--- config.mk ---
export PLATFORM = sky130hd
export DESIGN_NAME = sparc_ffu_vis_add_ctl
export DESIGN_NICKNAME = d
export VERILOG_FILES = /design/src/rtl/sparc_ffu_vis_pkg.sv /design/src/rtl/sparc_ffu_part_add32.sv /design/src/rtl/sparc_ffu_vis_add_ctl.sv
export SDC_FILE = /design/constraint.sdc
export NUM_CORES = 1
export LEC_CHECK = 0
export BUFFER_PORTS_ARGS = -buffer_cell sky130_fd_sc_hd__buf_2
export CORE_MARGIN = 2
export CORE_UTILIZATION = 54
export DETAILED_ROUTE_END_ITERATION = 7
export HOLD_SLACK_MARGIN = 0.08
export PLACE_DENSITY = 0.75
export REMOVE_ABC_BUFFERS = 1
export SYNTH_ARGS = -nofsm -noshare
export SYNTH_HDL_FRONTEND = slang
export SYNTH_SLANG_ARGS = --single-unit
--- constraint.sdc ---
create_clock -name rclk -period 7.3 [get_ports rclk]
set_input_delay 0.73 -clock rclk [delete_from_list [all_inputs] [get_ports rclk]]
set_output_delay 0.73 -clock rclk [all_outputs]
set_load 0.01 [all_outputs]
--- src/rtl/sparc_ffu_vis_pkg.sv ---
// Shared definitions for the VIS partitioned add/subtract sequencer.
//   OP_*    : bit positions inside the 3-bit request opcode.
//   state_e : sequencer state encoding.
package sparc_ffu_vis_pkg;

  localparam int unsigned OP_W      = 3;
  localparam int unsigned OP_SIZE32 = 0;  // 1: 32-bit lanes, 0: 16-bit lanes
  localparam int unsigned OP_SUB    = 1;  // subtract (rs1 - rs2)
  localparam int unsigned OP_SINGLE = 2;  // single-word op, operands in [31:0]

  typedef enum logic [1:0] {
    ST_IDLE   = 2'd0,
    ST_EXE_LO = 2'd1,
    ST_EXE_HI = 2'd2,
    ST_DONE   = 2'd3
  } state_e;

endpackage : sparc_ffu_vis_pkg

--- src/rtl/sparc_ffu_part_add32.sv ---
// Shared 32-bit partitioned adder.
//   a, b  : 32-bit addends (caller pre-inverts b for subtract)
//   cin   : carry into the low lane, and into the upper lane in 16-bit mode
//   add32 : 1 = one 32-bit lane, 0 = two independent 16-bit lanes
//   z     : 32-bit sum, lane carry-outs discarded
module sparc_ffu_part_add32 (
  input  logic [31:0] a,
  input  logic [31:0] b,
  input  logic        cin,
  input  logic        add32,
  output logic [31:0] z
);

  logic [16:0] sum_lo;
  logic        cin_hi;

  // Low lane keeps its carry so it can chain into the upper half in 32-bit mode.
  assign sum_lo = 17'(a[15:0]) + 17'(b[15:0]) + 17'(cin);

  // In 16-bit mode the upper lane restarts from cin, never the low lane's carry.
  assign cin_hi = add32 ? sum_lo[16] : cin;

  assign z[15:0]  = sum_lo[15:0];
  assign z[31:16] = a[31:16] + b[31:16] + 16'(cin_hi);

endmodule : sparc_ffu_part_add32

--- src/rtl/sparc_ffu_vis_add_ctl.sv ---
// Sequencer for VIS fpadd/fpsub (16/32-bit lanes, single and double word)
// running one shared 32-bit partitioned adder once per word, low word first.
//   req_*  : issue handshake (op, operands, opaque tag)
//   flush  : kills the in-flight op and any pending result
//   res_*  : result handshake towards FRF writeback
//   busy   : sequencer not idle
module sparc_ffu_vis_add_ctl
  import sparc_ffu_vis_pkg::*;
#(
  parameter int unsigned TAG_W = 5
) (
  input  logic             rclk,
  input  logic             reset,
  input  logic             req_vld,
  output logic             req_rdy,
  input  logic [2:0]       req_op,
  input  logic [63:0]      req_rs1,
  input  logic [63:0]      req_rs2,
  input  logic [TAG_W-1:0] req_tag,
  input  logic             flush,
  output logic             res_vld,
  input  logic             res_rdy,
  output logic [63:0]      res_data,
  output logic [TAG_W-1:0] res_tag,
  output logic             busy
);

  state_e            state_q, state_d;
  logic [OP_W-1:0]   op_q, op_d;
  logic [63:0]       rs1_q, rs1_d;
  logic [63:0]       rs2_q, rs2_d;
  logic [TAG_W-1:0]  tag_q, tag_d;
  logic              res_vld_q, res_vld_d;
  logic [63:0]       res_data_q, res_data_d;
  logic [TAG_W-1:0]  res_tag_q, res_tag_d;
  logic              busy_q, busy_d;

  logic              accept;
  logic              use_hi;
  logic [31:0]       add_a, add_b_raw, add_b, add_z;

  // Ready in IDLE, or in DONE when the current result leaves this cycle.
  assign req_rdy = ~flush & ((state_q == ST_IDLE) |
                             ((state_q == ST_DONE) & res_rdy));
  assign accept  = req_vld & req_rdy;

  // Word select and subtract inversion for the shared adder.
  assign use_hi    = (state_q == ST_EXE_HI);
  assign add_a     = use_hi ? rs1_q[63:32] : rs1_q[31:0];
  assign add_b_raw = use_hi ? rs2_q[63:32] : rs2_q[31:0];
  assign add_b     = op_q[OP_SUB] ? ~add_b_raw : add_b_raw;

  sparc_ffu_part_add32 u_add (
    .a     (add_a),
    .b     (add_b),
    .cin   (op_q[OP_SUB]),
    .add32 (op_q[OP_SIZE32]),
    .z     (add_z)
  );

  // Next-state and output computation.
  always_comb begin
    state_d    = state_q;
    op_d       = op_q;
    rs1_d      = rs1_q;
    rs2_d      = rs2_q;
    tag_d      = tag_q;
    res_vld_d  = res_vld_q;
    res_data_d = res_data_q;
    res_tag_d  = res_tag_q;

    if (accept) begin
      op_d  = req_op;
      rs1_d = req_rs1;
      rs2_d = req_rs2;
      tag_d = req_tag;
    end

    case (state_q)
      ST_IDLE: begin
        if (accept) state_d = ST_EXE_LO;
      end
      ST_EXE_LO: begin
        res_data_d[31:0] = add_z;
        if (op_q[OP_SINGLE]) begin
          res_data_d[63:32] = 32'd0;
          res_vld_d         = 1'b1;
          res_tag_d         = tag_q;
          state_d           = ST_DONE;
        end else begin
          state_d = ST_EXE_HI;
        end
      end
      ST_EXE_HI: begin
        res_data_d[63:32] = add_z;
        res_vld_d         = 1'b1;
        res_tag_d         = tag_q;
        state_d           = ST_DONE;
      end
      ST_DONE: begin
        if (res_rdy) begin
          res_vld_d = 1'b0;
          state_d   = accept ? ST_EXE_LO : ST_IDLE;
        end
      end
      default: state_d = ST_IDLE;
    endcase

    // Flush wins over everything; req_rdy is already low so nothing is accepted.
    if (flush) begin
      state_d   = ST_IDLE;
      res_vld_d = 1'b0;
    end

    busy_d = (state_d != ST_IDLE);
  end

  always_ff @(posedge rclk or posedge reset) begin
    if (reset) begin
      state_q    <= ST_IDLE;
      op_q       <= '0;
      rs1_q      <= '0;
      rs2_q      <= '0;
      tag_q      <= '0;
      res_vld_q  <= 1'b0;
      res_data_q <= '0;
      res_tag_q  <= '0;
      busy_q     <= 1'b0;
    end else begin
      state_q    <= state_d;
      op_q       <= op_d;
      rs1_q      <= rs1_d;
      rs2_q      <= rs2_d;
      tag_q      <= tag_d;
      res_vld_q  <= res_vld_d;
      res_data_q <= res_data_d;
      res_tag_q  <= res_tag_d;
      busy_q     <= busy_d;
    end
  end

  assign res_vld  = res_vld_q;
  assign res_data = res_data_q;
  assign res_tag  = res_tag_q;
  assign busy     = busy_q;

endmodule : sparc_ffu_vis_add_ctl

After elaboration in Yosys (flattened, before gate mapping) --
Cells that the tools add are included.
Storage, ports and cells: memories kept 0, bits in latches 0, output and inout bits 72, bits in read-only memories 0, RAM bits 0, flip-flop bits (word level) 209
Operators by class: shifts and indexed selects 0, magnitude comparators 0, multiply operators 0, add/sub/neg operators 4, equal/unequal tests 6, muxes and demuxes 18, div/mod/pow operators 0, bitwise logic cells 6, reduce and logical (&&, ||, !) cells 6
Operators with widths (number):
- 32-bit 2-to-1 mux | 4
- 32-bit case mux with 2 select lines | 1
- 32-bit NOT | 1
- 16-bit by 16-bit adder with 17-bit output | 1
- 17-bit by 1-bit adder with 17-bit output | 1
- 16-bit by 1-bit adder with 16-bit output | 1
- 16-bit adder | 1
- 5-bit case mux with 2 select lines | 1
- 2-bit case mux with 4 select lines | 1
- 1-bit 2-to-1 mux | 6
- 2-bit 2-to-1 mux | 3
- 3-bit != test (second input constant) | 2
- 5-bit 2-to-1 mux | 1
- 2-bit == test (second input constant) | 2
- 2-bit nonzero test | 2
- 4-bit nonzero test | 1
- 1-bit bitwise AND | 3
- 1-bit case mux with 3 select lines | 1
- 3-bit AND reduction | 1
- 2-bit by 1-bit == test with 1-bit output (second input constant) | 1
- 2-bit zero test | 1
- 2-bit != test (second input constant) | 1
- 2-bit AND reduction | 1
- 1-bit NOT | 1
- 1-bit OR | 1

Logic depth before layout (Yosys ltp) --
depth in word-level cells 10, gate-level depth with buffers 23, mapped depth without buffers 20

Cells and area by module --
From an unflattened synthesis, not the netlist that was laid out.
Unflattened totals: cells, all modules 815, area, all modules 10222.3 sq um
Modules (own cells, without submodules):
- sparc_ffu_vis_add_ctl | area an instance 8793.4 sq um, seq. area each 5230.0 sq um, instances 1, cells an instance 635
- sparc_ffu_part_add32 | area an instance 1428.9 sq um, seq. area each 0.0 sq um, instances 1, cells an instance 180

Least setup slack after synthesis --
Ideal clock, no wire load.
path type reg2reg, from register state_q[0], to register res_data_q[60], in the netlist res_data[60], data arrival time 4.982 ns, buffers on the path 4, slack 2.181 ns, cell stages (with the launch flop) 24, required time 7.164 ns, period minus slack after synthesis 5.119 ns, cells stage by stage dfrtp_1 > and2b_1 > clkbuf_1 > buf_2 > buf_2 > mux2i_1 > xnor2_1 > ha_1 > buf_2 > a21oi_1 > o21ai_0 > or2_2 > o21a_1 > a211o_1 > o221ai_1 > fa_1 > inv_1 > fa_1 > a21oi_1 > o211ai_1 > a21boi_0 > o21ai_0 > xnor2_1 > o21ai_0
Between the ends: longest elaborated chain between the ends 9, elaborated cells between the ends (all ways) 15
RTL lines:
- from (decl) | line sparc_ffu_vis_add_ctl.sv:28 | state_e state_q, state_d;
- from (signal assigned) | line sparc_ffu_vis_add_ctl.sv:130 | state_q <= state_d;
- 2-bit == test | line sparc_ffu_vis_add_ctl.sv:48, sparc_ffu_vis_add_ctl.sv:79
- 32-bit 2-to-1 mux | line sparc_ffu_vis_add_ctl.sv:50 | assign add_b_raw = use_hi ? rs2_q[63:32] : rs2_q[31:0];
- 32-bit NOT | line sparc_ffu_vis_add_ctl.sv:51 | assign add_b = op_q[OP_SUB] ? ~add_b_raw : add_b_raw;
- 32-bit 2-to-1 mux | line sparc_ffu_vis_add_ctl.sv:51
- 16-bit by 16-bit adder with 17-bit output | line sparc_ffu_part_add32.sv:18 | assign sum_lo = 17'(a[15:0]) + 17'(b[15:0]) + 17'(cin);
- 17-bit by 1-bit adder with 17-bit output | line sparc_ffu_part_add32.sv:18
- 1-bit 2-to-1 mux | line sparc_ffu_part_add32.sv:21 | assign cin_hi = add32 ? sum_lo[16] : cin;
- 16-bit by 1-bit adder with 16-bit output | line sparc_ffu_part_add32.sv:24 | assign z[31:16] = a[31:16] + b[31:16] + 16'(cin_hi);
- 32-bit case mux with 2 select lines | line sparc_ffu_vis_add_ctl.sv:79 | case (state_q)
- to (signal assigned) | line sparc_ffu_vis_add_ctl.sv:136 | res_data_q <= res_data_d;
- to (decl) | line sparc_ffu_vis_add_ctl.sv:34 | logic [63:0] res_data_q, res_data_d;
Several ways; a longest one is shown, not always the timed one. A chain may end at the register's enable or synchronous reset.

Worst setup path in the final report --
from register state_q[0], to register res_data_q[28], in the netlist res_data[28]
Between the ends: longest elaborated chain between the ends 8, elaborated cells between the ends (all ways) 11
RTL lines:
- 2-bit == test | line sparc_ffu_vis_add_ctl.sv:48 | assign use_hi = (state_q == ST_EXE_HI);
- 32-bit 2-to-1 mux | line sparc_ffu_vis_add_ctl.sv:50
- 32-bit NOT | line sparc_ffu_vis_add_ctl.sv:51
- 32-bit 2-to-1 mux | line sparc_ffu_vis_add_ctl.sv:51
- 16-bit by 16-bit adder with 17-bit output | line sparc_ffu_part_add32.sv:18
- 17-bit by 1-bit adder with 17-bit output | line sparc_ffu_part_add32.sv:18
- 1-bit 2-to-1 mux | line sparc_ffu_part_add32.sv:21
- 16-bit by 1-bit adder with 16-bit output | line sparc_ffu_part_add32.sv:24
Several ways; a longest one is shown, not always the timed one.

==> results.sh <==
export IMPL_status="completed"
export IMPL_postCtsResizedCells=0
export IMPL_drt_pre_antenna_iters=5
export IMPL_floorplan_die_width_um=142
export IMPL_final_core_utilization_pct=65.2
export IMPL_ys_seq_area_share_pct=50.6
export IMPL_drv_max_cap_violation_count=0
export IMPL_drt_iter0_markers=476
export IMPL_num_fill_cells=1474
export IMPL_comb_power_share_pct=49.7
export IMPL_post_cts_hold_fix_bufs=0
export IMPL_floorplan_die_height_um=142
export IMPL_crit_arrival_ns=6.06
export IMPL_place_detailed_instances=1306
export IMPL_power_density_nw_per_um2=478
export IMPL_total_wirelength_of_the_detailed_routed_design_mm=23.1
export IMPL_final_nets=1270
export IMPL_grt_ovfl_total=0
export IMPL_postRouteAntennaNets=0
export IMPL_switching_share_pct=39.4
export IMPL_dr_total_vias=7386
export IMPL_overall_power_after_layout_mw=5.86
export IMPL_gpl_final_weighted_congestion=0.836
export IMPL_floorplan_core_area_um2=18800
export IMPL_fp_dieArea_um2=20300
export IMPL_internal_power_mw=3.55
export IMPL_worstPathMaxFanout=46
export IMPL_post_layout_nonfiller_instances=1348
export IMPL_slew_headroom_pct=25.8
export IMPL_cell_row_count=50
export IMPL_vias_in_the_first_global_route=7270
export IMPL_ys_seq_elements=209
export IMPL_tritoncts_num_buffers=23
export IMPL_boundaryPins=213
export IMPL_ys_types=58
export IMPL_final_hold_viol_count=0
export IMPL_cts_tree="built"
export IMPL_layout_cells_most_common="sky130_fd_sc_hd__buf_2"
export IMPL_pin_count_of_the_biggest_net_entering_global_routing=128
export IMPL_crit_reg2reg_capture="res_data[28]"
export IMPL_worst_r2r_cell_count=19
export IMPL_viasPerCell=5.48
export IMPL_mappedNetlistArea_um2=10300
export IMPL_critical_path_max_stage_delay_ns=0.71
export IMPL_clk_insertion_delay_late_ns=0.50
export IMPL_antenna_violations_before_repair=1
export IMPL_clkSlewWorstSetupHoldPaths_ns=0.06
export IMPL_synthesis_yosys_warnings=0
export IMPL_worst_endpoint_required_ns=7.64
export IMPL_htree_levels=1
export IMPL_critical_path_slowest_cell="sky130_fd_sc_hd__and2b_4"
export IMPL_vdd_ir_drop_max_uv=251
export IMPL_clock_path_buffers=3
export IMPL_critPathKind="register to register"
export IMPL_tns_ns=0
export IMPL_kind_of_start_point_of_the_critical_path="register"
export IMPL_cts_setup_buffers=0
export IMPL_half_perimeter_wire_length_after_detailed_placement_mm=16.1
export IMPL_seq_area_um2=5230
export IMPL_detail_route_wl_per_cell_um=17.1
export IMPL_hp_class="input port to async pin"
export IMPL_netlist_top_cell_by_area="sky130_fd_sc_hd__dfrtp_1"
export IMPL_cpMostUsedCell="sky130_fd_sc_hd__o21ai_0"
export IMPL_unrepaired_setup_endpoints_after_global_routing="false"
export IMPL_power_leakage_nw=5.75
export IMPL_worst_r2r_setup_slack_ns=1.58
export IMPL_finalCritPeriodShare_pct=78.4
export IMPL_synth_top_cells_by_area="sky130_fd_sc_hd__dfrtp_1 (51%), sky130_fd_sc_hd__mux2_2 (15%), sky130_fd_sc_hd__nand2_1 (5.7%)"
export IMPL_syn_inst=899
export IMPL_worstMarginPinSlew_ns=1.11
export IMPL_shortest_period_the_worst_path_allows_ns=5.72
export IMPL_synth_top_cell_area_share_pct=50.6
export IMPL_drc_errors=0
export IMPL_synthesis_area_per_instance_um2=11.5
export IMPL_grt_pass1_wl_mm=37.2
export IMPL_port_buffers=212
export IMPL_clock_power_share_pct=18.6
export IMPL_post_place_setup_slack_ns=1.62
export IMPL_ys_flop_type="sky130_fd_sc_hd__dfrtp_1"
export IMPL_synth_edf_count=0
export IMPL_multi_input_area_um2=4830
export IMPL_final_max_slew_viol_count=0
export IMPL_numClockSinks=209
export IMPL_post_route_worst_setup_slack_ns=1.58
export IMPL_power_share_sequential_pct=31.7
export IMPL_critical_path_endpoint_type="register"
export IMPL_achievable_frequency_ghz=0.175
export IMPL_clock_skew_ns=0.00514
export IMPL_sw_pwr_mw=2.31
export IMPL_crit_chain="and2b_4 -> mux2i_1 -> xnor2_1 -> ha_1 -> a21oi_1 -> o21ai_0 -> or2_2 -> o21a_1 -> a211o_1 -> o221ai_1 -> fa_1 -> inv_1 -> fa_1 -> a21oi_1 -> o211ai_1 -> a21boi_0 -> o21ai_0 -> xnor2_1 -> o21ai_0"
export IMPL_finalSetupViolations=0
export IMPL_final_cell_mix="sky130_fd_sc_hd__buf_2 (212), sky130_fd_sc_hd__dfrtp_1 (208), sky130_fd_sc_hd__nand2_1 (158), sky130_fd_sc_hd__mux2_2 (140), sky130_fd_sc_hd__o21ai_0 (52)"
export IMPL_track_usage_pct=22.8
export IMPL_clock_tree_root_cell="sky130_fd_sc_hd__clkbuf_16"
export IMPL_critical_path_reg2reg_startpoint="state_q[0]"
export IMPL_syn2layout_area_growth_pct=18.5
export IMPL_synth_async_sr_flop_share_pct=100
export IMPL_drive_above_1_share_pct=36.8
export IMPL_initial_core_util_pct=55.1
## sequential cells by signal, indices dropped and copies added (netlist names)
name,count
res_data,64
res_tag,5
busy,1
state_q,2
tag_q,5
rs1_q,64
rs2_q,64
op_q,3
res_vld,1
## cell families (layout without fill, tap and decap cells)
| logic type | after synthesis | in the layout | synth area share [%] |
|---|---|---|---|
| DFF | 209 | 209 | 50.6 |
| adders and majority gates | 32 | 32 | 4.09 |
| xor gates and xnor gates | 56 | 56 | 4.75 |
| muxes | 182 | 182 | 19.4 |
| buffers and inverters | 58 | 272 | 2.86 |
| other | 0 | 1 | 0 |
| and+or+nand+nor | 215 | 215 | 9.00 |
| AOI/OAI and AO/OA | 147 | 147 | 9.31 |
## area by class of cell
type,instances,share of cell area (%)
antenna,1,0.0204
clock buffer,38,5.73
clock inverter,3,0.123
inverter,11,0.399
multi-input combinational,632,39.4
sequential,209,42.7
tap,234,2.39
timing repair buffer,220,9.16
## power by group through the flow
stage          combinational, mW  clock (mW)  sequential, mW
6_report                    2.91        1.09            1.85
3_3_place_gp                2.83           0            1.85
4_1_cts                     2.91        1.12            1.85
3_5_place_dp                2.90           0            1.87
5_1_grt                     3.26        1.17            1.90
2_1_floorplan               2.10           0            1.89
## synthesized netlist by cell type (6+ instances only)
library cell,number
sky130_fd_sc_hd__inv_1,11
sky130_fd_sc_hd__mux2i_1,36
sky130_fd_sc_hd__nand2_1,158
sky130_fd_sc_hd__a21o_1,9
sky130_fd_sc_hd__a22o_1,10
sky130_fd_sc_hd__clkbuf_1,23
sky130_fd_sc_hd__nand3_1,7
sky130_fd_sc_hd__xor2_1,14
sky130_fd_sc_hd__nor2_1,8
sky130_fd_sc_hd__dfrtp_1,209
sky130_fd_sc_hd__buf_2,7
sky130_fd_sc_hd__ha_1,29
sky130_fd_sc_hd__mux2_2,140
sky130_fd_sc_hd__o21ai_0,52
sky130_fd_sc_hd__a211oi_1,6
sky130_fd_sc_hd__buf_4,8
sky130_fd_sc_hd__nand4_1,6
sky130_fd_sc_hd__xnor2_1,42
sky130_fd_sc_hd__a21oi_1,29
sky130_fd_sc_hd__mux2_1,6
sky130_fd_sc_hd__a31oi_1,8
## worst max-delay path, delay by kind of cell, from the launching register on
kind / cells / cell delay [ns]
fa+ha+maj: 3 / 1.08
simple gates: 2 / 1.02
buf+inv: 1 / 0.06
xor+xnor: 2 / 0.30
compound gates: 10 / 2.33
flops: 1 / 0.44
mux: 1 / 0.29
## stage by stage
step	area, um2	hold slack [ns]
final	12200	0.370
after global routing	12200	0.432
after CTS	12200	0.416
after detailed placement	11500	0.465
after global placement	11500	0.457
after floorplan	10100	0.458
## worst max-delay path by stage
stage | to | startpoint
floorplan | busy | reset
global placement | res_data[26] | state_q[0]
detailed placement | res_data[28] | state_q[0]
CTS | res_data[28] | state_q[0]
global route | res_data[28] | state_q[0]
finish | res_data[28] | state_q[0]
## metal layers
layer	up-vias	track usage (%)	share of wire (%)
li1	3541	-	-
met4	0	5.42	2.0
met1	3594	32.8	45
met2	216	36.5	47
met3	35	3.87	6.2
met5	-	0	0
Note: power is estimated with default switching activity, not from simulation.
